File: config.mk
export PLATFORM = sky130hd
export DESIGN_NAME = insn_fetch
export DESIGN_NICKNAME = d
export VERILOG_FILES = /design/src/rtl/cpu_fetch_pkg.sv /design/src/rtl/fetch_fifo.sv /design/src/rtl/insn_fetch.sv
export SDC_FILE = /design/constraint.sdc
export NUM_CORES = 1
export LEC_CHECK = 0
export BUFFER_PORTS_ARGS = -buffer_cell sky130_fd_sc_hd__buf_4
export CAP_MARGIN = 5
export CORE_ASPECT_RATIO = 2
export CORE_MARGIN = 2
export CORE_UTILIZATION = 55
export CTS_BUF_LIST = sky130_fd_sc_hd__clkbuf_8
export CTS_CLUSTER_DIAMETER = 100
export DETAILED_ROUTE_END_ITERATION = 12
export GPL_ROUTABILITY_DRIVEN = 0
export GPL_TIMING_DRIVEN = 1
export PLACE_DENSITY = 0.8
export SYNTH_ARGS = -nofsm -noshare
export SYNTH_HDL_FRONTEND = slang
export SYNTH_HIERARCHICAL = 1
export SYNTH_SLANG_ARGS = --single-unit
File: constraint.sdc
create_clock -name clk -period 4.9 [get_ports clk]
set_input_delay 1.225 -clock clk [delete_from_list [all_inputs] [get_ports clk]]
set_output_delay 1.225 -clock clk [all_outputs]
set_load 0.01 [all_outputs]
File: src/rtl/cpu_fetch_pkg.sv
// cpu_fetch_pkg: shared types and helpers for the instruction fetch stage.
//   fetch_state_t : fetch FSM state (IDLE / BUSY / DROP)
//   fetch_entry_t : one prefetch buffer entry {insn, ip}
//   align_ip      : clears bit0 (instructions are 16-bit aligned)
//   next_ip       : sequential fetch address, wraps at 16 bits
package cpu_fetch_pkg;

  localparam int INSN_W = 16;
  localparam int IP_W   = 16;

  typedef enum logic [1:0] {
    IDLE = 2'd0,  // no request outstanding
    BUSY = 2'd1,  // request outstanding, response will be kept
    DROP = 2'd2   // request outstanding, response will be discarded
  } fetch_state_t;

  typedef struct packed {
    logic [INSN_W-1:0] insn;
    logic [IP_W-1:0]   ip;
  } fetch_entry_t;

  function automatic logic [IP_W-1:0] align_ip(input logic [IP_W-1:0] ip);
    return ip & ~IP_W'(1);
  endfunction

  function automatic logic [IP_W-1:0] next_ip(input logic [IP_W-1:0] ip);
    return ip + IP_W'(2);
  endfunction

endpackage

File: src/rtl/fetch_fifo.sv
// fetch_fifo: synchronous FIFO of fetch_entry_t used as the prefetch buffer.
// Ports:
//   clk, rst_n          clock, async active-low reset (storage cleared to 0)
//   i_push, i_wdata     write an entry (accepted when not full, or full with pop)
//   i_pop               remove head entry (ignored when empty)
//   i_flush             empty the FIFO; dominates push and pop
//   o_rdata             head entry (registered storage)
//   o_full, o_empty     status
//   o_count             number of valid entries
module fetch_fifo
  import cpu_fetch_pkg::*;
#(
  parameter int DEPTH = 2
) (
  input  logic                       clk,
  input  logic                       rst_n,
  input  logic                       i_push,
  input  fetch_entry_t               i_wdata,
  input  logic                       i_pop,
  input  logic                       i_flush,
  output fetch_entry_t               o_rdata,
  output logic                       o_full,
  output logic                       o_empty,
  output logic [$clog2(DEPTH):0]     o_count
);

  localparam int AW = $clog2(DEPTH);
  localparam int CW = AW + 1;

  fetch_entry_t   r_mem [DEPTH];
  logic [AW-1:0]  r_rd_ptr, r_wr_ptr;
  logic [CW-1:0]  r_count;
  logic           w_do_push, w_do_pop;

  assign o_full  = (r_count == CW'(DEPTH));
  assign o_empty = (r_count == '0);
  assign o_count = r_count;
  assign o_rdata = r_mem[r_rd_ptr];

  assign w_do_pop  = i_pop && !o_empty;
  // a push into a full FIFO is only legal when the head leaves the same cycle
  assign w_do_push = i_push && (!o_full || w_do_pop);

  always_ff @(posedge clk or negedge rst_n) begin
    if (!rst_n) begin
      r_rd_ptr <= '0;
      r_wr_ptr <= '0;
      r_count  <= '0;
      for (int i = 0; i < DEPTH; i++) r_mem[i] <= '0;
    end else if (i_flush) begin
      r_rd_ptr <= '0;
      r_wr_ptr <= '0;
      r_count  <= '0;
    end else begin
      if (w_do_push) begin
        r_mem[r_wr_ptr] <= i_wdata;
        r_wr_ptr        <= r_wr_ptr + AW'(1);
      end
      if (w_do_pop) r_rd_ptr <= r_rd_ptr + AW'(1);
      case ({w_do_push, w_do_pop})
        2'b10:   r_count <= r_count + CW'(1);
        2'b01:   r_count <= r_count - CW'(1);
        default: r_count <= r_count;
      endcase
    end
  end

endmodule

File: src/rtl/insn_fetch.sv
// insn_fetch: instruction fetch stage feeding the decoder.
// Issues one 16-bit read at a time to instruction memory, buffers returned
// words with their addresses in a prefetch FIFO, and hands them to decode via
// insn_valid/insn_ready. A redirect flushes the buffer and restarts fetch; an
// in-flight read cannot be aborted, so its response is discarded (DROP).
// Ports:
//   clk, rst_n                 clock, async active-low reset
//   mem_req, mem_addr          fetch request, held until mem_ack
//   mem_ack, mem_rdata         one-cycle response pulse and data
//   insn, insn_ip, insn_valid  instruction, its address, valid
//   insn_ready                 consumer accepts insn this cycle
//   redirect, redirect_ip      flush and restart fetch at redirect_ip
// Optional: define INSN_FETCH_BYPASS_EN to forward a returning word straight
// to insn in the ack cycle when the buffer is empty (zero latency).
module insn_fetch
  import cpu_fetch_pkg::*;
#(
  parameter logic [IP_W-1:0] RESET_IP = 16'h0000,
  parameter int              DEPTH    = 2
) (
  input  logic              clk,
  input  logic              rst_n,
  output logic              mem_req,
  output logic [IP_W-1:0]   mem_addr,
  input  logic              mem_ack,
  input  logic [INSN_W-1:0] mem_rdata,
  output logic [INSN_W-1:0] insn,
  output logic [IP_W-1:0]   insn_ip,
  output logic              insn_valid,
  input  logic              insn_ready,
  input  logic              redirect,
  input  logic [IP_W-1:0]   redirect_ip
);

  localparam int              CNT_W  = $clog2(DEPTH) + 1;
  localparam logic [IP_W-1:0] RST_PC = align_ip(RESET_IP);

  fetch_state_t     r_state, w_state_nxt;
  logic [IP_W-1:0]  r_pc, w_pc_nxt;
  logic [IP_W-1:0]  r_mem_addr, w_addr_nxt;
  logic [IP_W-1:0]  w_redir_pc;
  logic             w_ack_keep, w_push, w_pop;
  logic             w_full, w_empty, w_unused_full;
  logic [CNT_W-1:0] w_count;
  fetch_entry_t     w_head, w_wdata;

  assign w_redir_pc = align_ip(redirect_ip);
  // response that will actually be delivered (not cancelled by a redirect)
  assign w_ack_keep = (r_state == BUSY) && mem_ack && !redirect;
  assign w_wdata    = '{insn: mem_rdata, ip: r_mem_addr};
  // full is implied by count; issue is gated on count directly
  assign w_unused_full = w_full;

  fetch_fifo #(.DEPTH(DEPTH)) u_fifo (
    .clk     (clk),
    .rst_n   (rst_n),
    .i_push  (w_push),
    .i_wdata (w_wdata),
    .i_pop   (w_pop),
    .i_flush (redirect),
    .o_rdata (w_head),
    .o_full  (w_full),
    .o_empty (w_empty),
    .o_count (w_count)
  );

  // redirect wins over pop: the head being presented is stale
  assign w_pop = !w_empty && insn_ready && !redirect;

`ifdef INSN_FETCH_BYPASS_EN
  logic w_bypass;
  assign w_bypass   = w_empty && w_ack_keep;
  assign insn       = w_bypass ? mem_rdata  : w_head.insn;
  assign insn_ip    = w_bypass ? r_mem_addr : w_head.ip;
  assign insn_valid = !w_empty || w_bypass;
  // a bypassed word that is consumed immediately never enters the FIFO
  assign w_push     = w_ack_keep && !(w_bypass && insn_ready);
`else
  assign insn       = w_head.insn;
  assign insn_ip    = w_head.ip;
  assign insn_valid = !w_empty;
  assign w_push     = w_ack_keep;
`endif

  assign mem_req  = (r_state != IDLE);
  assign mem_addr = r_mem_addr;

  always_ff @(posedge clk or negedge rst_n) begin
    if (!rst_n) begin
      r_state    <= IDLE;
      r_pc       <= RST_PC;
      r_mem_addr <= RST_PC;
    end else begin
      r_state    <= w_state_nxt;
      r_pc       <= w_pc_nxt;
      r_mem_addr <= w_addr_nxt;
    end
  end

  always_comb begin
    w_state_nxt = r_state;
    w_pc_nxt    = r_pc;
    w_addr_nxt  = r_mem_addr;
    case (r_state)
      IDLE: begin
        // acks seen here belong to nobody (e.g. across a reset) and are ignored
        if (redirect) begin
          // FIFO is flushed this edge, so there is always room
          w_pc_nxt    = w_redir_pc;
          w_addr_nxt  = w_redir_pc;
          w_state_nxt = BUSY;
        end else if (w_count < CNT_W'(DEPTH)) begin
          // only the issuing request can ever land, so room now means room later
          w_addr_nxt  = r_pc;
          w_state_nxt = BUSY;
        end
      end
      BUSY: begin
        if (redirect) begin
          w_pc_nxt    = w_redir_pc;
          w_state_nxt = mem_ack ? IDLE : DROP;
        end else if (mem_ack) begin
          w_pc_nxt    = next_ip(r_mem_addr);
          w_state_nxt = IDLE;
        end
      end
      DROP: begin
        if (redirect) w_pc_nxt = w_redir_pc;
        if (mem_ack)  w_state_nxt = IDLE;
      end
      default: w_state_nxt = IDLE;
    endcase
  end

endmodule
==> reports/metrics.cfg, run 1 <==
[yosys]
netlist_area_sq_um=5010
async_flop_share=1.00
ys_seq_area_frac=0.510
synth_ff_type=dfrtp_1
synth.net_count=429
synth_edf_count=0
syn-instance-count=391
yosysWarnings=6
syn_area_per_cell_sq_um=12.8
synth_cell_types=41
synth-seq-cells=102

[timing]
fmax_mhz=275
skew_ns=0.00810
hold_viol=0
slew_violations=0
tns_ns=0
relSlewSlack=0.283
rsz0062_at_grt=false
finalCritPeriodShare=0.743
min_period_ns=3.64
worst_slew_pin_slew_ns=1.08
finalSetupViolations=0

[setup_path]
reg2reg_depth=6
critPathKind=in -> reg
cp_slowest_stage_delay_ns=0.60
slowest_stage=or4b_2
crit_chain=buf_4, nand2b_1, or2_1, inv_1, or4b_2, buf_4, mux2_4
start_kind=input pin
cp_num_buf_inv=3
cp.arrival_ns=3.89
cp-end-kind=register
critPathTopFamily=simple AND/OR/NAND/NOR gates
cp_max_fo=33
path_depth=7
cp_common_cell=buf_4
cp.required_ns=5.15

[clocking]
path_clk_slew_ns=0.09
numCtsBuffers=9
cts_hold_buffers=0
htreeDepth=3
clockBufferDepth=2
clk_latency_ns=0.37
cts_setup_buffers=0
clock_sinks=102
clockRootBuffer=clkbuf_8
cts_resized=0
cts_tree=yes

[layout]
n_antenna_cell=0
multiInputGateArea_sq_um=2280
layout-drive-gt1-share=0.452
fin_util=0.654
syn2layout_area_growth_pct=16.9
fin_nets=509
register_area_sq_um=2550
fill_cells=722

[floorplanning]
dieArea_sq_um=9930
rows=49
die_h_um=139
core_sq_um=8950
ios=87
die_w_um=71.5
initial_core_util=0.560

[pwr]
vdd_ir_drop_max_uv=363
power_switching_uw=1120
p_per_area_nw_per_um2=557
clockPowerShare=0.166
leakage_uw=0.00285
power_uw=3260
seqPwrFrac=0.445
combPwrFrac=0.389
intPower_uw=2140
netSwitchingFraction=0.343

[routing]
ant_nets=0
drt_wl_total_mm=10.6
drt-initial-drc-count=115
vias_per_cell=5.69
drcViolationCount=0
vias=3290
wl_per_cell_um=18.4
dr.pass1.iters=4

[grt]
antenna_found_initial=0
gr-total-overflow=0
grt_start_max_net_pins=82
track_usage=0.228
grt_pass1_wl_mm=17.8
grt_pass1_vias=3591

[outcome]
status=finished, final reports clean

[min_path]
min_path_cells=2
min_path_type=reg -> reg

[placement]
port_buffers=85
hpwl_mm=7.20

[run]
max_cap_viol_count=0

final cells by class:
type	instances	area share
sequential	102	0.436
multi-input combinational	263	0.389
timing repair buffer	91	0.117
clock buffer	11	0.0258
tap	102	0.0218
clock inverter	5	0.00833
inverter	4	0.00256
tightest hold or removal path, cell delays in order (launching register included):
cell and delay, ns:
dfrtp_1 0.35, nand2_1 0.06, o21ai_2 0.05
stage by stage:
| step | cell area [sq um] | instances | hold WS (ns) | setup WS (ns) |
|---|---|---|---|---|
| after floorplan | 5010 | 391 | 0.447 | 1.50 |
| after global placement | 5660 | 562 | 0.458 | 0.928 |
| after detailed placement | 5660 | 562 | 0.466 | 0.872 |
| after CTS | 5860 | 578 | 0.486 | 1.29 |
| after global routing | 5860 | 578 | 0.520 | 1.14 |
| final | 5860 | 578 | 0.486 | 1.26 |
worst paths after layout:
path,endpoint,start,slack [ns]
setup / recovery,u_fifo/r_mem[44],redirect,1.26
hold / removal,r_pc[14],r_pc[14],0.49
setup reg to reg,u_fifo/r_mem[44],r_state[0],2.07
hold reg to reg,r_pc[14],r_pc[14],0.49
max in group asynchronous,u_fifo/r_wr_ptr,rst_n,2.97
min in group asynchronous,u_fifo/r_mem[49],rst_n,1.01
synthesized netlist by cell type (2+ instances only):
library cell,count,area (sq um)
nand2_1,34,128
inv_1,4,15.0
xor2_1,8,70.1
nand2b_1,5,31.3
o21ai_1,26,130
buf_12,3,60.1
xnor2_1,6,52.6
buf_2,11,55.1
dfrtp_1,102,2550
and3_1,2,12.5
mux2i_1,19,190
a32oi_1,5,43.8
buf_6,3,33.8
nor3_1,3,15.0
nand3_4,2,35.0
nor2b_1,4,25.0
o21ai_2,2,17.5
o21ai_0,3,15.0
o31ai_1,2,15.0
a211oi_1,2,15.0
nand3_1,5,25.0
nor2_1,15,56.3
mux2_4,29,435
nor3_2,2,20.0
a21oi_1,7,35.0
or2_1,3,18.8
clkbuf_1,4,15.0
mux2_2,67,754
placed cells by master, fill, tap and decap left out, drive strengths merged, types with 8 or more instances in the layout:
| cell type | n |
|---|---|
| mux2 | 96 |
| xor2 | 8 |
| buf | 91 |
| nand2 | 34 |
| o21ai | 31 |
| mux2i | 19 |
| clkbuf | 11 |
| dfrtp | 102 |
| nor2 | 15 |
power groups by stage:
stage,clock [uW],combinational (uW),sequential [uW]
6_report,543,1270,1450
5_1_grt,585,1380,1500
4_1_cts,558,1290,1450
3_5_place_dp,0,1280,1450
3_3_place_gp,0,1240,1430
2_1_floorplan,0,842,1400
metal layers:
layer | vias up | wire length, um | global-route usage
li1 | 1530 | - | -
met1 | 1682 | 4040 | 0.269
met2 | 64 | 5990 | 0.408
met3 | 14 | 377 | 0.0436
met4 | 0 | 206 | 0.0725
met5 | - | 0 | 0
registers in the layout, indices dropped and copies added, names as in the netlist:
signal / cells
r_pc: 16
u_fifo/r_rd_ptr: 1
r_state: 2
u_fifo/r_mem: 64
mem_addr: 16
u_fifo/r_wr_ptr: 1
u_fifo/o_count: 2
cell families after synthesis:
kind of cell	Yosys count	synth area share
AND/OR/NAND/NOR	83	0.0914
flip-flops	102	0.510
buffers and inverters	26	0.0365
adder cells (fa/ha/maj)	1	0.00250
XOR/XNOR	14	0.0245
multiplexers	115	0.276
AO/OA/AOI/OAI	50	0.0600
(Power assumes the default switching activity.)
==> run 2, diff against run 1 <==
- CORE_UTILIZATION: 55 -> 52
- PLACE_DENSITY: 0.8 -> 0.79
- clock period: 4.9 -> 3.33 ns (I/O delays scaled with it)
==> run 2 against run 1 <==
- total power is 45% higher
- highest routed layer unchanged
- largest cell class unchanged
- non-clock buffer count rose by 5
- first-iteration DRC count is 12% higher
- core utilization is 2.6 points lower
- critical path depth unchanged
- wire length decreased by 4.0%
- hold slack got worse by 0.14 ns
==> reports/metrics.cfg, run 2 (same netlist as run 1, synthesis figures left out) <==
[outcome]
status=finished, final reports clean

[grt]
antenna_found_initial=0
grt_start_max_net_pins=81
grt_pass1_wl_mm=16.5
gr-total-overflow=0
grt_pass1_vias=3320
track_usage=0.206

[layout]
mostFrequentLayoutCell=dfrtp_1
n_antenna_cell=0
largest_reg_flops=64
fin_util=0.628
syn2layout_area_growth_pct=17.6
layout.cells.most_common_list=dfrtp_1, buf_4, mux2_2
fin_nets=514
regMostFlops=u_fifo/r_mem
design_area_sq_um=5890
fill_cells=752
stdcell_count=583
layout-drive-gt1-share=0.451

[clocking]
cts_hold_buffers=0
cts_setup_buffers=0
numCtsBuffers=9
cts_resized=0
cts_tree=yes
clk_latency_ns=0.37
clock_sinks=102
clockBufferDepth=2
clockRootBuffer=clkbuf_8
htreeDepth=3
path_clk_slew_ns=0.09

[floorplanning]
ios=87
core_sq_um=9380
die_h_um=143
initial_core_util=0.534
dieArea_sq_um=10500
rows=50
die_w_um=73.4

[timing]
min_period_ns=2.67
tns_ns=0
rsz0062_at_grt=false
timing.hold.ws_ns=0.346
skew_ns=0.00806
slew_violations=0
finalSetupViolations=0
fmax_mhz=374
worst_slew_pin_slew_ns=0.732
relSlewSlack=0.511
finalCritPeriodShare=0.802
hold_viol=0

[setup_path]
cp-end-kind=register
start_kind=input pin
cp.required_ns=3.58
slowest_stage=or4b_2
cp_slowest_stage_delay_ns=0.66
reg2reg_depth=7
r2r_slack_ns=0.69
crit_chain=buf_4, nand2b_1, or2_1, inv_1, or4b_2, buf_12, mux2_4
cp.arrival_ns=2.92
r2r_start=r_state[0]
critPathKind=in -> reg
cp_max_fo=33
rr_endpoint=u_fifo/r_mem[55]

[placement]
port_buffers=85
dpl.cell_count=569
hpwl_mm=7.04
dpl_cell_area_sq_um=5720

[min_path]
min_path_type=in -> async

[routing]
drt-initial-drc-count=129
dr.pass1.iters=4
drt_wl_total_mm=10.2
ant_nets=0
wl_per_cell_um=17.5
drcViolationCount=0
vias=3244
vias_per_cell=5.56

[pwr]
p_per_area_nw_per_um2=803
vdd_ir_drop_max_uv=421
leakage_uw=0.00287

[run]
max_cap_viol_count=0

## run 2: area by class of cell
class | count | area [sq um] | share of cell area
tap | 104 | 130 | 0.0221
timing repair buffer | 96 | 746 | 0.127
sequential | 102 | 2550 | 0.433
inverter | 4 | 15.0 | 0.00255
multi-input combinational | 263 | 2280 | 0.387
clock inverter | 5 | 46.3 | 0.00786
clock buffer | 9 | 124 | 0.0210
## run 2: worst max-delay path by stage
stage / from / slack, ns / depth (start not counted) / endpoint
after global placement: redirect / 0.34 / 7 / u_fifo/r_mem[48]
after floorplan: redirect / 0.32 / 8 / u_fifo/r_mem[33]
after global routing: r_state[0] / 0.57 / 7 / u_fifo/r_mem[36]
after detailed placement: redirect / 0.29 / 7 / u_fifo/r_mem[49]
final: redirect / 0.66 / 7 / u_fifo/r_mem[55]
after CTS: redirect / 0.68 / 7 / u_fifo/r_mem[55]
## run 2: worst max-delay path, delay by kind of cell
kind                   cells  cell delay [ns]
buffers and inverters      3             0.59
muxes                      1             0.32
and+or+nand+nor            3             1.16
## run 2: metal layers
layer / global-route usage / vias up / part of all wire
met5: 0 / - / 0
met4: 0.0833 / 0 / 0.024
met3: 0.0409 / 15 / 0.032
met2: 0.351 / 56 / 0.53
met1: 0.250 / 1629 / 0.41
li1: - / 1544 / -
## run 2: where the power goes
group | switching, uW | internal (uW) | total [uW]
clock | 401 | 331 | 732
combinational | 795 | 1090 | 1880
sequential | 414 | 1700 | 2120
## run 2: stage by stage
stage	setup slack [ns]	total power [uW]
2_1_floorplan	0.325	3300
3_3_place_gp	0.342	3950
3_5_place_dp	0.286	4040
4_1_cts	0.679	4780
5_1_grt	0.571	5040
6_report	0.659	4730
==> run 3, diff against run 2 <==
- CORE_UTILIZATION: 52 -> 55
- PLACE_DENSITY: 0.79 -> 0.8
- clock period: 3.33 -> 2.8 ns (I/O delays scaled with it)
==> run 3 against run 2 <==
- first-iteration DRC count rose by 1.6%
- critical path depth fell by 4
- core utilization rose by 4.6 points
- worst setup slack got worse by 0.41 ns
- sequential power rose by 20%
- flip-flop and latch count did not move
- cell count rose by 1.4%
- global-route usage rose by 2.6 points
- sequential share of layout area fell by 1.0 points
- clock skew barely moved
- total power rose by 24%
- critical endpoint is now insn_ip[12]
- largest cell class unchanged
==> reports/metrics.cfg, run 3 (same netlist as run 1, synthesis figures left out) <==
[outcome]
status=finished, final reports clean

[layout]
syn2layout_area_growth_pct=20.4
n_antenna_cell=0
mostFrequentLayoutCell=dfrtp_1
layout-drive-gt1-share=0.468
largest_reg_flops=64
fin_util=0.674
design_area_sq_um=6030
layout.cells.most_common_list=dfrtp_1, buf_4, mux2_2
fin_nets=522
stdcell_count=591
fill_cells=681
regMostFlops=u_fifo/r_mem

[clocking]
cts_resized=0
numCtsBuffers=9
cts_setup_buffers=0
clockRootBuffer=clkbuf_8
clockBufferDepth=2
clock_sinks=102
cts_tree=yes
htreeDepth=3
cts_hold_buffers=0
clk_latency_ns=0.37
path_clk_slew_ns=0.10

[floorplanning]
core_sq_um=8950
die_w_um=71.5
rows=49
die_h_um=139
ios=87
initial_core_util=0.560
dieArea_sq_um=9930

[timing]
relSlewSlack=0.493
rsz0062_at_grt=false
finalSetupViolations=0
hold_viol=0
tns_ns=0
skew_ns=0.00785
min_period_ns=2.55
slew_violations=0
finalCritPeriodShare=0.911
fmax_mhz=392
worst_slew_pin_slew_ns=0.760

[routing]
dr.pass1.iters=4
wl_per_cell_um=18.1
drt-initial-drc-count=131
vias=3324
ant_nets=0
vias_per_cell=5.62
drt_wl_total_mm=10.7
drcViolationCount=0

[placement]
hpwl_mm=7.53
dpl_cell_area_sq_um=5810
dpl.cell_count=575
port_buffers=85

[pwr]
p_per_area_nw_per_um2=971
leakage_uw=0.00294
vdd_ir_drop_max_uv=813
power_uw=5850

[grt]
track_usage=0.232
grt_pass1_vias=3544
gr-total-overflow=0
antenna_found_initial=0
grt_start_max_net_pins=61
grt_pass1_wl_mm=18.0

[setup_path]
cp-end-kind=output pin
cp_slowest_stage_delay_ns=0.71
reg2reg_depth=7
cp.arrival_ns=1.85
critPathKind=reg -> out
critPathTopFamily=flip-flops
cp_max_fo=10
r2r_slack_ns=0.35
cp_common_cell=buf_4
cp.required_ns=2.10
start_kind=register
path_depth=3
cp_num_buf_inv=2
crit_chain=buf_4, mux2_2, buf_4
slowest_stage=dfrtp_1

[min_path]
min_path_type=in -> async

[run]
max_cap_viol_count=0

==> run 3: through the flow <==
stage / setup slack, ns / hold slack (ns)
finish: 0.249 / 0.379
global route: 0.190 / 0.425
CTS: 0.217 / 0.410
detailed placement: 0.0834 / 0.465
global placement: 0.135 / 0.458
floorplan: 0.0819 / 0.404
==> run 3: path summary, 6_finish.rpt <==
check                           startpoint               end
max                        u_fifo/r_rd_ptr       insn_ip[12]
min                                  rst_n  u_fifo/r_mem[17]
max reg2reg                     r_state[0]  u_fifo/r_mem[51]
min in group clk                  r_pc[14]          r_pc[14]
min reg2reg                       r_pc[14]          r_pc[14]
max in group asynchronous            rst_n          r_pc[13]
==> run 3: final cells by class <==
cell class / count / area, sq um / area share
well taps: 102 / 128 / 0.0212
clock inverters: 6 / 85.1 / 0.0141
multi-input cells: 263 / 2280 / 0.379
inverters: 4 / 15.0 / 0.00249
repair buffers: 104 / 831 / 0.138
flip-flops and latches: 102 / 2550 / 0.423
clock buffers: 10 / 138 / 0.0228
==> run 3: power by group <==
group,leakage (uW),internal [uW],switching [uW]
clock network,0.000114,527,504
logic,0.00152,1320,967
registers,0.00130,2030,513
==> run 3: worst reg2reg max path, stage by stage, from the launching register on <==
cell and delay [ns]:
dfrtp_1 0.45, nand2_1 0.24, nand2_1 0.12, or2_1 0.25, inv_1 0.08, or4b_2 0.67
buf_12 0.22, mux2_4 0.32
==> run 3: routing by layer <==
metal	share of wire	up-vias	routed length (um)	global-route usage
li1	-	1564	-	-
met1	0.39	1663	4160	0.283
met2	0.55	80	5830	0.400
met3	0.038	17	407	0.0371
met4	0.027	0	290	0.0953
met5	0	-	0	0
